File: config.mk
export PLATFORM = sky130hd
export DESIGN_NAME = fetch_sequencer
export DESIGN_NICKNAME = d
export VERILOG_FILES = /design/src/rtl/fetch_sequencer.sv
export SDC_FILE = /design/constraint.sdc
export NUM_CORES = 1
export LEC_CHECK = 0
export ABC_AREA = 1
export CAP_MARGIN = 20
export CORE_MARGIN = 4
export CORE_UTILIZATION = 45
export CTS_CLUSTER_SIZE = 10
export DETAILED_ROUTE_END_ITERATION = 8
export PLACE_DENSITY = 0.84
export SETUP_SLACK_MARGIN = 0.02
export SLEW_MARGIN = 25
export SYNTH_ARGS = -nofsm -noshare
export SYNTH_HDL_FRONTEND = slang
export SYNTH_SLANG_ARGS = --single-unit
File: constraint.sdc
create_clock -name clk -period 5.4 [get_ports clk]
set_clock_uncertainty 0.1 [all_clocks]
set_input_delay 1.08 -clock clk [delete_from_list [all_inputs] [get_ports clk]]
set_output_delay 1.08 -clock clk [all_outputs]
set_load 0.01 [all_outputs]
File: src/rtl/fetch_sequencer.sv
// rtl/fetch_sequencer.sv - PC sequencer and instruction-memory port arbiter
// Issues fetch addresses with stall/redirect/halt and lends the port to the loader when not running.
module fetch_sequencer #(
  parameter int          ADDR_W   = 7,
  parameter logic [31:0] RESET_PC = 32'd0
) (
  input  logic              clk,
  input  logic              rst_n,
  input  logic              start,
  input  logic              halt_req,
  input  logic              stall,
  input  logic              redirect_valid,
  input  logic [31:0]       redirect_pc,
  input  logic              ld_valid,
  input  logic [ADDR_W-1:0] ld_addr,
  input  logic [31:0]       ld_data,
  output logic              ld_ready,
  output logic [ADDR_W-1:0] mem_addr,
  output logic              mem_we,
  output logic [31:0]       mem_wdata,
  input  logic [31:0]       mem_rdata,
  output logic [31:0]       inst_out,
  output logic              inst_valid,
  output logic [31:0]       inst_pc,
  output logic [1:0]        state,
  output logic [31:0]       fetch_count
);

  typedef enum logic [1:0] {
    S_IDLE = 2'b00,
    S_RUN  = 2'b01,
    S_HALT = 2'b10
  } state_t;

  state_t      state_q;
  logic [31:0] pc_q;
  logic [31:0] inst_pc_q;
  logic [31:0] fetch_count_q;
  logic        inst_valid_q;

  // Port mux is combinational so the loader gets one word per cycle and a
  // stall can re-present the held word with no extra latency.
  always_comb begin
    ld_ready  = 1'b0;
    mem_we    = 1'b0;
    mem_wdata = ld_data;
    mem_addr  = '0;
    if (rst_n) begin
      case (state_q)
        S_RUN: begin
          if (halt_req)            mem_addr = pc_q[ADDR_W-1:0];
          else if (redirect_valid) mem_addr = redirect_pc[ADDR_W-1:0];
          else if (stall)          mem_addr = inst_pc_q[ADDR_W-1:0];
          else                     mem_addr = pc_q[ADDR_W-1:0];
        end
        default: begin
          ld_ready = 1'b1;
          mem_we   = ld_valid;
          mem_addr = ld_addr;
        end
      endcase
    end
  end

  always_ff @(posedge clk or negedge rst_n) begin
    if (!rst_n) begin
      state_q       <= S_IDLE;
      pc_q          <= RESET_PC;
      inst_pc_q     <= '0;
      inst_valid_q  <= 1'b0;
      fetch_count_q <= '0;
    end else begin
      if (inst_valid_q && !stall)
        fetch_count_q <= fetch_count_q + 32'd1;
      case (state_q)
        S_RUN: begin
          if (halt_req) begin
            state_q      <= S_HALT;
            inst_valid_q <= 1'b0;
          end else if (redirect_valid) begin
            pc_q         <= redirect_pc + 32'd1;
            inst_pc_q    <= redirect_pc;
            inst_valid_q <= 1'b1;
          end else if (!stall) begin
            pc_q         <= pc_q + 32'd1;
            inst_pc_q    <= pc_q;
            inst_valid_q <= 1'b1;
          end
        end
        S_IDLE, S_HALT: begin
          inst_valid_q <= 1'b0;
          if (start) begin
            state_q <= S_RUN;
            pc_q    <= RESET_PC;
          end
        end
        default: begin
          state_q      <= S_IDLE;
          inst_valid_q <= 1'b0;
        end
      endcase
    end
  end

  assign inst_out    = mem_rdata;
  assign inst_valid  = inst_valid_q;
  assign inst_pc     = inst_pc_q;
  assign state       = state_q;
  assign fetch_count = fetch_count_q;

endmodule
==> results.md <==
- Status: completed
- Yosys Warn Count: 0
- Final hold vios: 0
- Routed WL: 15.5 mm
- Iteration count of the initial detailed-routing pass: 6
- Post-Route Utilization: 55.5%
- Total congestion overflow: 0
- Switching Power: 998 µW
- Synth top cells by count: nand2_1, dfrtp_1, nor2_1
- Min cycle time layout: 4.30 ns
- Clock latency on the worst-skew pair: 0.34 ns
- Post-CTS Resized: 0
- Routed vias: 5570
- Hold buffer count at CTS: 0
- Chip height: 126 µm
- Core area: 0.0134 mm²
- Share of layout cells above drive strength 1: 7.69%
- Slew of the pin with the lowest slew margin: 0.759 ns
- Clock buffer depth: 2
- R2R Setup Slk: 2.75 ns
- DRC violations left: 0
- Max IR drop VDD: 0.327 mV
- TritonCTS Sinks: 99
- Initial DRC count: 506
- Leading area contributor after synthesis: dfrtp_1
- # IOs: 250
- TritonCTS clock tree: yes
- Hold crit path type: reg -> reg
- Slew headroom: 49.3%
- Clock share of power: 25.7%
- Initial Utilization: 46.7%
- Ys async rst share: 100%
- Hold depth: 1
- Gate power share: 35.9%
- First-pass GRT wire length: 25.5 mm
- Vias per Instance: 5.07
- Num rows: 42
- Leak: 0.00340 µW
- Most frequent cell after synthesis: nand2_1
- Chip Width: 126 µm
- H-tree Lvls: 3
- Syn Nets: 979
- Share of Yosys cell area claimed by the top area cell type: 39.6%
- GPL Wtd Cong: 0.943
- Worst Path Max Fanout: 32
- Root buf cell: clkbuf_16
- Clock transition at path regs: 0.06 ns
- Net switching fraction of the power: 34.8%
- Post-synthesis area per instance: 7.21 µm²
- Final Setup Violations: 0
- Slew Limit Fails: 0
- Fin nets: 1030
- Int Pwr: 1870 µW
- Setup CP Type: in -> out
- DP HPWL: 11.3 mm
- Top FF cell, synth: dfrtp_1
- Unrepaired setup endpoints after global routing: false
- Hold Slack: 0.367 ns
- Yosys reg bits: 99
- Largest net degree at the start of global routing: 80
- Sum Neg Setup Slack: 0 ns
- Register area share after synthesis: 39.6%
- Initial antenna violation count: 0
- Post-synthesis cell area: 0.00625 mm²
- Worst Path Required: 4.22 ns
- Fmax achieved: 0.232 GHz
- Worst Reg2Reg Path Length in Cells: 9
- CTS buffer count: 9
- Antenna cells: 0
- Vias in the first global route: 5286
- Post-synth EDFFs: 0
- Crit start category: primary input
- Cell Pwr Density: 386 mW/mm²
- Wirelength per Cell: 14.1 µm
- Seq pwr share: 38.4%
- Post-CTS Setup Bufs: 0
- WP data arrival: 3.12 ns
- Critical Path Sink Type: primary output
- Dominant cells by area after synthesis: dfrtp_1, nand2_1, buf_4
- Die area: 0.0158 mm²
- Layout area overhead: 18.9%
- Synth Instances: 867
- Max Cap Viol: 0
- Total Routing Usage GR: 19.3%
- Port bufs: 121
- Final worst-path cycle share: 79.7%
- DRT antenna net count: 0
- Synth cell types: 37
==> cell families (layout without fill, tap and decap cells) <==
family | count (synthesis) | count (layout) | synth area share (%)
xor+xnor | 27 | 27 | 3.78
fa+ha+maj | 2 | 2 | 0.400
flops | 99 | 99 | 39.6
buf+inv | 151 | 207 | 14.1
compound gates | 86 | 86 | 7.36
simple gates | 502 | 502 | 34.8
==> area by class of cell <==
class | instances | area (µm²)
fill | 1216 | 5970
clock inverter | 6 | 111
tap | 176 | 220
clock buffer | 10 | 229
inverter | 67 | 256
sequential | 99 | 2480
multi-input combinational | 617 | 2900
timing repair buffer | 124 | 1230
==> final timing paths <==
path	to	from
min in group asynchronous	fetch_count[5]	rst_n
worst max register to register	pc_q[17]	state[0]
max in group asynchronous	inst_pc[28]	rst_n
worst max-delay path	mem_addr[0]	redirect_valid
worst min-delay path	fetch_count[31]	fetch_count[31]
worst min register to register	fetch_count[31]	fetch_count[31]
==> power groups by stage <==
stage	sequential, µW	combinational (µW)	clock [µW]
finish	1100	1030	736
global route	1130	1140	777
CTS	1100	1040	746
detailed placement	1110	1030	0
global placement	1100	1020	0
floorplan	1140	540	0
==> registers in the layout, summed over array words and instances (netlist names) <==
register and flops:
pc_q 32, state 2, inst_pc 32, inst_valid 1, fetch_count 32
==> layout by cell type (no fill, tap or decap), types with 2 or more instances in the layout <==
master             n
dfrtp_1           99
xnor2_1            9
o211ai_1           5
clkbuf_16          9
nor2_1            89
o21ai_1            5
buf_4              3
o21ai_0           52
nand2_1          297
ha_1               2
bufinv_16          3
clkdlybuf4s50_1  120
nand3b_1           2
nor3_1            10
inv_2              5
a21oi_1           12
xor2_1            18
nand3_1           46
nand2_2           20
inv_6              2
o22ai_1            2
inv_1             60
nand4_1            9
a31oi_1            8
nor2_4             9
nand2_4            4
nor2_2            10
==> per-layer routing <==
layer | global-route usage, % | up-vias | wire (µm)
met5 | 0 | - | 0
li1 | - | 2773 | -
met1 | 25.7 | 2576 | 6830
met3 | 4.49 | 21 | 1040
met4 | 5.17 | 0 | 224
met2 | 31.8 | 200 | 7370
==> worst max-delay path: stages <==
cell	delay, ns
clkdlybuf4s50_1	0.49
inv_6	0.26
nand2_2	0.17
inv_1	0.16
nor2_1	0.06
a21oi_1	0.11
o21ai_0	0.09
a31oi_1	0.14
clkdlybuf4s50_1	0.56
==> metrics by stage <==
step	power, µW	std cells	worst slack, ns	area (µm²)
finish	2870	1099	1.10	7430
detailed placement	2140	1083	1.09	7090
CTS	2880	1099	1.09	7430
floorplan	1680	867	2.32	6250
global route	3040	1099	0.939	7430
global placement	2130	1083	1.12	7090
Power figures use the tool's default switching activity.
